[config.mk]
export PLATFORM = sky130hd
export DESIGN_NAME = alu_arbiter_flat
export DESIGN_NICKNAME = d
export VERILOG_FILES = /design/src/rtl/alu_arb_if.sv /design/src/rtl/alu_arbiter.sv /design/src/flat_wrapper.sv
export SDC_FILE = /design/constraint.sdc
export NUM_CORES = 1
export LEC_CHECK = 0
export CORE_MARGIN = 1.5
export CORE_UTILIZATION = 36
export CTS_CLUSTER_SIZE = 12
export DETAILED_ROUTE_END_ITERATION = 7
export PLACE_DENSITY = 0.88
export SKIP_LAST_GASP = 1
export SLEW_MARGIN = 25
export SYNTH_ARGS = -nofsm -noshare
export SYNTH_HDL_FRONTEND = slang
export SYNTH_SLANG_ARGS = --single-unit
[constraint.sdc]
create_clock -name clk -period 1.25 [get_ports clk]
set_input_delay 0.125 -clock clk [delete_from_list [all_inputs] [get_ports clk]]
set_output_delay 0.125 -clock clk [all_outputs]
set_load 0.1 [all_outputs]
[src/rtl/alu_arb_if.sv]
// Request/response bus between the requesters and alu_arbiter.
// Handshake: a transfer happens on a rising edge where valid and ready are both high; valid is held stable until then.
interface alu_arb_if #(
  parameter int N_REQ = 2,
  parameter int W     = 16
) ();
  logic [N_REQ-1:0]   req_valid;
  logic [N_REQ-1:0]   req_ready;
  logic [3*N_REQ-1:0] req_op;
  logic [W*N_REQ-1:0] req_a;
  logic [W*N_REQ-1:0] req_b;
  logic [N_REQ-1:0]   rsp_valid;
  logic [N_REQ-1:0]   rsp_ready;
  logic [W-1:0]       rsp_result;
  logic               rsp_zero;
  logic               rsp_err;

  modport master (
    output req_valid, req_op, req_a, req_b, rsp_ready,
    input  req_ready, rsp_valid, rsp_result, rsp_zero, rsp_err
  );

  modport slave (
    input  req_valid, req_op, req_a, req_b, rsp_ready,
    output req_ready, rsp_valid, rsp_result, rsp_zero, rsp_err
  );
endinterface

[src/rtl/alu_arbiter.sv]
// Round-robin arbiter sharing one combinational ALU between N_REQ requesters (IDLE -> EXEC -> RESP).
// Optional macro ALU_ARB_STALL_CNT_EN adds stall_cnt, a saturating count of RESP cycles without owner ready.
module alu_arbiter #(
  parameter int N_REQ = 2,
  parameter int W     = 16
) (
  input  logic         clk,
  input  logic         rst_n,
  alu_arb_if.slave     bus,
  output logic [2:0]   alu_op,
  output logic [W-1:0] alu_a,
  output logic [W-1:0] alu_b,
  input  logic [W-1:0] alu_result,
  output logic         busy,
  output logic [1:0]   dbg_state
`ifdef ALU_ARB_STALL_CNT_EN
  ,
  output logic [15:0]  stall_cnt
`endif
);
  localparam int IDX_W = (N_REQ > 1) ? $clog2(N_REQ) : 1;

  typedef enum logic [1:0] {
    IDLE = 2'd0,
    EXEC = 2'd1,
    RESP = 2'd2
  } state_t;

  state_t           state_q;
  logic [IDX_W-1:0] rr_ptr_q;
  logic [IDX_W-1:0] owner_q;
  logic [2:0]       alu_op_q;
  logic [W-1:0]     alu_a_q;
  logic [W-1:0]     alu_b_q;
  logic [N_REQ-1:0] rsp_valid_q;
  logic [W-1:0]     rsp_result_q;
  logic             rsp_zero_q;
  logic             rsp_err_q;

  logic             grant_found;
  logic [IDX_W-1:0] grant_idx;
  logic [IDX_W-1:0] cand;
  logic [2:0]       sel_op;
  logic [W-1:0]     sel_a;
  logic [W-1:0]     sel_b;
  logic [N_REQ-1:0] owner_onehot;
  logic [N_REQ-1:0] req_ready_d;
  logic             owner_ready;
  logic             op_illegal;
  logic [IDX_W-1:0] owner_next;

  // Rotating priority: scan from rr_ptr upward, wrapping, and take the first valid requester.
  always_comb begin
    grant_found = 1'b0;
    grant_idx   = '0;
    cand        = '0;
    for (int k = 0; k < N_REQ; k++) begin
      cand = IDX_W'((int'(rr_ptr_q) + k) % N_REQ);
      if (!grant_found && bus.req_valid[cand]) begin
        grant_found = 1'b1;
        grant_idx   = cand;
      end
    end
  end

  always_comb begin
    sel_op = '0;
    sel_a  = '0;
    sel_b  = '0;
    for (int i = 0; i < N_REQ; i++) begin
      if (grant_idx == IDX_W'(i)) begin
        sel_op = bus.req_op[3*i +: 3];
        sel_a  = bus.req_a[W*i +: W];
        sel_b  = bus.req_b[W*i +: W];
      end
    end
  end

  // req_ready is gated by rst_n so a held request is never acknowledged while reset is asserted.
  always_comb begin
    owner_onehot = '0;
    req_ready_d  = '0;
    for (int i = 0; i < N_REQ; i++) begin
      owner_onehot[i] = (owner_q == IDX_W'(i));
      req_ready_d[i]  = rst_n && (state_q == IDLE) && grant_found && (grant_idx == IDX_W'(i));
    end
  end

  assign owner_ready = |(bus.rsp_ready & owner_onehot);
  assign op_illegal  = (alu_op_q == 3'b011) || (alu_op_q == 3'b100) || (alu_op_q == 3'b101);
  assign owner_next  = (owner_q == IDX_W'(N_REQ - 1)) ? '0 : owner_q + 1'b1;

  always_ff @(posedge clk or negedge rst_n) begin
    if (!rst_n) begin
      state_q      <= IDLE;
      rr_ptr_q     <= '0;
      owner_q      <= '0;
      alu_op_q     <= '0;
      alu_a_q      <= '0;
      alu_b_q      <= '0;
      rsp_valid_q  <= '0;
      rsp_result_q <= '0;
      rsp_zero_q   <= 1'b0;
      rsp_err_q    <= 1'b0;
    end else begin
      case (state_q)
        IDLE: begin
          if (grant_found) begin
            alu_op_q <= sel_op;
            alu_a_q  <= sel_a;
            alu_b_q  <= sel_b;
            owner_q  <= grant_idx;
            state_q  <= EXEC;
          end
        end
        EXEC: begin
          if (op_illegal) begin
            rsp_result_q <= '0;
            rsp_zero_q   <= 1'b0;
            rsp_err_q    <= 1'b1;
          end else begin
            rsp_result_q <= alu_result;
            rsp_zero_q   <= (alu_result == '0);
            rsp_err_q    <= 1'b0;
          end
          rsp_valid_q <= owner_onehot;
          state_q     <= RESP;
        end
        RESP: begin
          if (owner_ready) begin
            rsp_valid_q <= '0;
            rr_ptr_q    <= owner_next;
            state_q     <= IDLE;
          end
        end
        default: state_q <= IDLE;
      endcase
    end
  end

`ifdef ALU_ARB_STALL_CNT_EN
  logic [15:0] stall_cnt_q;

  always_ff @(posedge clk or negedge rst_n) begin
    if (!rst_n) begin
      stall_cnt_q <= '0;
    end else if ((state_q == RESP) && !owner_ready && (stall_cnt_q != 16'hFFFF)) begin
      stall_cnt_q <= stall_cnt_q + 16'd1;
    end
  end

  assign stall_cnt = stall_cnt_q;
`endif

  assign bus.req_ready  = req_ready_d;
  assign bus.rsp_valid  = rsp_valid_q;
  assign bus.rsp_result = rsp_result_q;
  assign bus.rsp_zero   = rsp_zero_q;
  assign bus.rsp_err    = rsp_err_q;
  assign alu_op         = alu_op_q;
  assign alu_a          = alu_a_q;
  assign alu_b          = alu_b_q;
  assign busy           = (state_q != IDLE);
  assign dbg_state      = state_q;
endmodule

[src/flat_wrapper.sv]
// flat-port wrapper written by rule: the top's interface ports become plain ports
module alu_arbiter_flat 
#(
  parameter int N_REQ = 2,
  parameter int W     = 16
)
  (clk, rst_n, alu_op, alu_a, alu_b, alu_result, busy, dbg_state, bus_req_valid, bus_req_op, bus_req_a, bus_req_b, bus_rsp_ready, bus_req_ready, bus_rsp_valid, bus_rsp_result, bus_rsp_zero, bus_rsp_err);
  alu_arb_if #(.N_REQ(N_REQ), .W(W)) bus_i ();
  input  logic clk;
  input  logic rst_n;
  output logic [2:0] alu_op;
  output logic [W-1:0] alu_a;
  output logic [W-1:0] alu_b;
  input  logic [W-1:0] alu_result;
  output logic busy;
  output logic [1:0] dbg_state;
  input wire logic [$bits(bus_i.req_valid)-1:0] bus_req_valid;
  input wire logic [$bits(bus_i.req_op)-1:0] bus_req_op;
  input wire logic [$bits(bus_i.req_a)-1:0] bus_req_a;
  input wire logic [$bits(bus_i.req_b)-1:0] bus_req_b;
  input wire logic [$bits(bus_i.rsp_ready)-1:0] bus_rsp_ready;
  output wire logic [$bits(bus_i.req_ready)-1:0] bus_req_ready;
  output wire logic [$bits(bus_i.rsp_valid)-1:0] bus_rsp_valid;
  output wire logic [$bits(bus_i.rsp_result)-1:0] bus_rsp_result;
  output wire logic [$bits(bus_i.rsp_zero)-1:0] bus_rsp_zero;
  output wire logic [$bits(bus_i.rsp_err)-1:0] bus_rsp_err;
  assign bus_i.req_valid = bus_req_valid;
  assign bus_i.req_op = bus_req_op;
  assign bus_i.req_a = bus_req_a;
  assign bus_i.req_b = bus_req_b;
  assign bus_i.rsp_ready = bus_rsp_ready;
  assign bus_req_ready = bus_i.req_ready;
  assign bus_rsp_valid = bus_i.rsp_valid;
  assign bus_rsp_result = bus_i.rsp_result;
  assign bus_rsp_zero = bus_i.rsp_zero;
  assign bus_rsp_err = bus_i.rsp_err;
  alu_arbiter #(.N_REQ(N_REQ), .W(W)) u_core (.clk(clk), .rst_n(rst_n), .bus(bus_i), .alu_op(alu_op), .alu_a(alu_a), .alu_b(alu_b), .alu_result(alu_result), .busy(busy), .dbg_state(dbg_state));
endmodule
**Word level (Yosys, flattened, before mapping)**

Index checks and enable logic that the tools add are counted.

- Add/subtract/negate cells: 2
- Multiply operators: 0
- Div/mod/pow operators: 0
- Order comparisons: 2
- Equal/unequal tests: 7
- Shifts and indexed selects: 0
- Muxes and demuxes: 19
- Bitwise operators: 3
- Reductions and logical operators: 17

Operators by type and width:

| kind | count |
|---|---|
| 2-to-1 mux 16 bit | 3 |
| logical NOT 16 bit | 1 |
| 2-to-1 mux 1 bit | 11 |
| AND reduction 2 bit | 4 |
| == test 3 bit, second input constant | 2 |
| case mux 2 bit (3 select lines) | 1 |
| logical AND 1 bit | 5 |
| < comparator 1 x 2 -> 1 bit, second input constant | 2 |
| 2-to-1 mux 2 bit | 2 |
| inequality test 2 x 1 -> 1 bit, second input constant | 2 |
| case mux 2 bit (2 select lines) | 1 |
| nonzero test 2 bit | 2 |
| == test 3 x 2 -> 1 bit, second input constant | 1 |
| 2-to-1 mux 3 bit | 1 |
| adder 1 bit, second input constant | 2 |
| AND 2 bit | 1 |
| == test 2 x 1 -> 1 bit, second input constant | 1 |
| == test 2 bit, second input constant | 1 |
| logical NOT 2 bit | 1 |
| logical OR 1 bit | 2 |
| inverter 1 bit | 2 |
| OR reduction 2 bit | 1 |
| logical NOT 1 bit | 1 |

- Register bits after elaboration: 59
- Latch bits: 0
- Memory bits (writable): 0
- ROM bits: 0
- Input bits: 92
- Output and inout bits: 60
- Word-level logic and storage cells: 60
- Memories: 0

**Logic depth before layout (Yosys ltp)**

- Word-level depth: 8
- Gate-level depth with buffers: 6
- Gate-level depth less buffers: 3

**Worst setup path after synthesis**

No wires, ideal clock.

- Kind: register to output
- Start: register u_core.state_q[1] (netlist: u_core.dbg_state[1])
- End: output bus_req_ready[1]
- Data arrival time: 3868 ps
- Data required time: 1125 ps
- Setup slack: -2743 ps
- Stages on the path, launching flop included: 5
- Buffers on the path: 1
- Path through: dfrtp_1 -> buf_2 -> nor2_4 -> inv_1 -> nor3_1

- Word-level cells in the longest chain between the ends: 4

RTL lines:

| item | line | text |
|---|---|---|
| from (decl) | alu_arbiter.sv:29 | `state_t state_q;` |
| from (signal assigned) | alu_arbiter.sv:95 | `state_q <= IDLE;` |
| from (signal assigned) | alu_arbiter.sv:113 | `state_q <= EXEC;` |
| from (signal assigned) | alu_arbiter.sv:127 | `state_q <= RESP;` |
| logical NOT 2 bit | alu_arbiter.sv:85 | `req_ready_d[i] = rst_n && (state_q == IDLE) && grant_found && (grant_idx == IDX_W'(i));` |
| logical AND 1 bit (3 in series) | alu_arbiter.sv:85 |  |
| to (decl) | flat_wrapper.sv:22 | `output wire logic [$bits(bus_i.req_ready)-1:0] bus_req_ready;` |

No other way between the ends.

**Worst setup path after layout**

- Start: register u_core.state_q[0] (netlist: u_core.dbg_state[0])
- End: output bus_req_ready[1]

The elaborated chain is that of the path after synthesis.

==> flow_metrics.tcl <==
set metrics [dict create \
    layout_commonest_cell "clkdlybuf4s50_1" \
    layout_common_cells "clkdlybuf4s50_1, buf_12, dfrtp_1, nand3b_1, a21oi_1" \
    cp.required_ns 1.12 \
    finalSetupViolations 63 \
    syn_inst 288 \
    fin_nets 557 \
    maxCapViolations 0 \
    grt_max_degree 60 \
    crit_slowest_cell "dfrtp_4" \
    crit_type "reg -> out" \
    grt_use_total 0.236 \
    yosysTopAreaCellShare 0.513 \
    finalWirelength_mm 10.5 \
    synthesis.area_um2 2880 \
    violations "negative hold slack, negative setup slack" \
    cts_hold_buf 0 \
    max_freq_mhz 601 \
    ys_seq_area_frac 0.513 \
    grt_pass1_wl_mm 15.6 \
    crit_chain "nor2_4 > clkinvlp_4 > nor3_4 > buf_12" \
    timing.final.ws_setup_ns -0.413 \
    ioPinCount 152 \
    relSlewSlack 0.506 \
    start_util 0.372 \
    status "complete, but fails checks" \
    dr.pass1.iters 6 \
    route.detailed.drc 0 \
    die_y_um 92.4 \
    worstPathArrival_ns 1.54 \
    antenna_cells 0 \
    dieArea_um2 8540 \
    worst_slew_pin_slew_ns 0.742 \
    dp_hpwl_mm 7.12 \
    antenna_found_initial 0 \
    rsz0062_at_grt "true" \
    synth_cell_types 28 \
    wl_per_cell_um 18.3 \
    cts_max_level 3 \
    synthTopCellsByArea "dfrtp_1, nand3b_1, a31oi_1" \
    gr-total-overflow 0 \
    fp.dieW_um 92.4 \
    critical_path_buf_inv_count 2 \
    cts-buffers-inserted 9 \
    cp_max_fo 3 \
    tns_ns -13.62 \
    cts_root_buffer "clkbuf_8" \
    place_congestion 0.792 \
    cts.sinks 59 \
    syn_avg_cell_area_um2 9.99 \
    yosysTopAreaCell "dfrtp_1" \
    drv_slew 0 \
    clk_pin_slew_worst_paths_ns 0.07 \
    num_rows 32 \
    synth_nets 380 \
    slowest_delay_ns 0.49 \
    crit_family "flip-flops" \
    core-area_um2 7730 \
    clk_path_buf_depth 2 \
    whs_ns -0.00155 \
    area_growth_pct 99.7 \
    cts_tree "built" \
    drt.antenna.violating_nets 0 \
    finClkSkew_ns 0.00905 \
    hold_viol_final 6 \
    min_path_type "in -> async" \
    drt-initial-drc-count 88 \
    port_buffers 151 \
    vias 3125 \
    drive_above_1_share 0.304 \
    ys_warn_count 0 \
    critPathCaptureType "output port" \
    critPathLaunchType "register" \
    fillers 504 \
    synth-seq-cells 59 \
    grt_pass1_vias 3190 \
    worstSkewPairLatency_ns 0.34 \
    fin_crit_sh 1.33 \
    period_needed_ns 1.66 \
    drt-vias-per-instance 5.46 \
]
-- area by class of cell --
class | instances | area (µm²) | share of cell area
multi-input cells | 194 | 1300 | 0.226
inverters | 6 | 26.3 | 0.00457
flip-flops and latches | 59 | 1490 | 0.259
repair buffers | 195 | 2620 | 0.455
clock buffers | 10 | 128 | 0.0222
well taps | 102 | 128 | 0.0222
clock inverters | 6 | 57.6 | 0.0100
-- path summary, 6_finish.rpt --
path / from / endpoint / slack (ns) / cells after the start
setup / recovery: u_core.dbg_state[0]$_DFFE_PN0P_ / bus_req_ready[1] / -0.41 / 4
hold / removal: rst_n / u_core.rr_ptr_q$_DFFE_PN0P_ / -0.002 / 2
setup reg to reg: u_core.dbg_state[0]$_DFFE_PN0P_ / u_core.alu_b[9]$_DFFE_PN0P_ / -0.28 / 8
hold reg to reg: u_core.bus.rsp_result[15]$_DFFE_PN0P_ / u_core.bus.rsp_result[15]$_DFFE_PN0P_ / 0.57 / 1
max in group asynchronous: rst_n / u_core.dbg_state[0]$_DFFE_PN0P_ / 0.70 / 2
min in group clk: bus_req_b[14] / u_core.alu_b[14]$_DFFE_PN0P_ / 0.36 / 3
-- synthesized netlist by cell type --
cell,n
a21oi_1,40
and3_1,1
o22ai_1,1
dfrtp_1,59
clkbuf_1,19
buf_2,5
a22o_4,1
a22o_1,16
nand2b_1,2
buf_6,4
inv_1,6
nor4_1,4
and4_1,1
buf_1,1
o21ai_0,36
nor3_1,2
nor2_4,1
and2_1,1
a221oi_1,1
nand2b_4,1
nand3_1,2
nor3_4,1
nand2_1,4
a31oi_1,35
or2_0,1
nand3b_1,38
nor2b_1,4
and3b_1,1
-- cell families (layout without fill, tap and decap cells) --
kind of cell / Yosys count / count (layout) / share of synthesized area
AOI/OAI and AO/OA: 130 / 130 / 0.268
and+or+nand+nor: 64 / 64 / 0.160
DFF: 59 / 59 / 0.513
buffers and inverters: 35 / 217 / 0.0583
-- metal layers --
layer  part of all wire  vias to the layer above  wire length, µm  global-route usage
li1                   -                     1434                -                   -
met1               0.37                     1513             3880               0.254
met2               0.52                      149             5440               0.417
met3              0.078                       29              815              0.0722
met4              0.031                        0              321               0.118
met5                  0                        -                0                   0
-- stage by stage --
| stage | worst slack (ns) | util | area (µm²) | hold slack (ns) | std cells |
|---|---|---|---|---|---|
| 3_3_place_gp | -0.213 | 0.686 | 5300 | 0.380 | 540 |
| 6_report | -0.413 | 0.744 | 5750 | -0.00155 | 572 |
| 3_5_place_dp | -0.267 | 0.686 | 5300 | 0.385 | 540 |
| 4_1_cts | -0.427 | 0.727 | 5620 | 0.0165 | 564 |
| 2_1_floorplan | -1.33 | - | 2940 | -0.171 | 288 |
| 5_1_grt | -0.469 | 0.744 | 5750 | 0.0540 | 572 |
-- state kept, by name (all words and copies together) (netlist names) --
| register | flops |
|---|---|
| u_core.alu_a | 16 |
| u_core.alu_b | 16 |
| u_core.bus.rsp_result | 16 |
| u_core.alu_op | 3 |
| u_core.bus.rsp_valid | 2 |
| u_core.dbg_state | 2 |
| u_core.bus.rsp_err | 1 |
| u_core.bus.rsp_zero | 1 |
| u_core.owner_q | 1 |
| u_core.rr_ptr_q | 1 |
-- worst reg2reg max path, stage by stage, from the launching register on --
cell and delay, ns:
dfrtp_4 0.49, nor2_4 0.17, buf_4 0.13, buf_6 0.08, buf_8 0.10, buf_4 0.11, buf_12 0.12, a21oi_1 0.07
a31oi_1 0.17
-- what timing repair did --
| action | in CTS | in global routing |
|---|---|---|
| gates cloned | 2 | 3 |
| setup buffers | 8 | 7 |
| endpoints found under the setup margin | 58 | 63 |
| gates resized for setup | 8 | 14 |
| pin swaps | 4 | 8 |
Power is not shown: default switching activity piles up to over one toggle a cycle in this logic, so the estimate is an artifact.
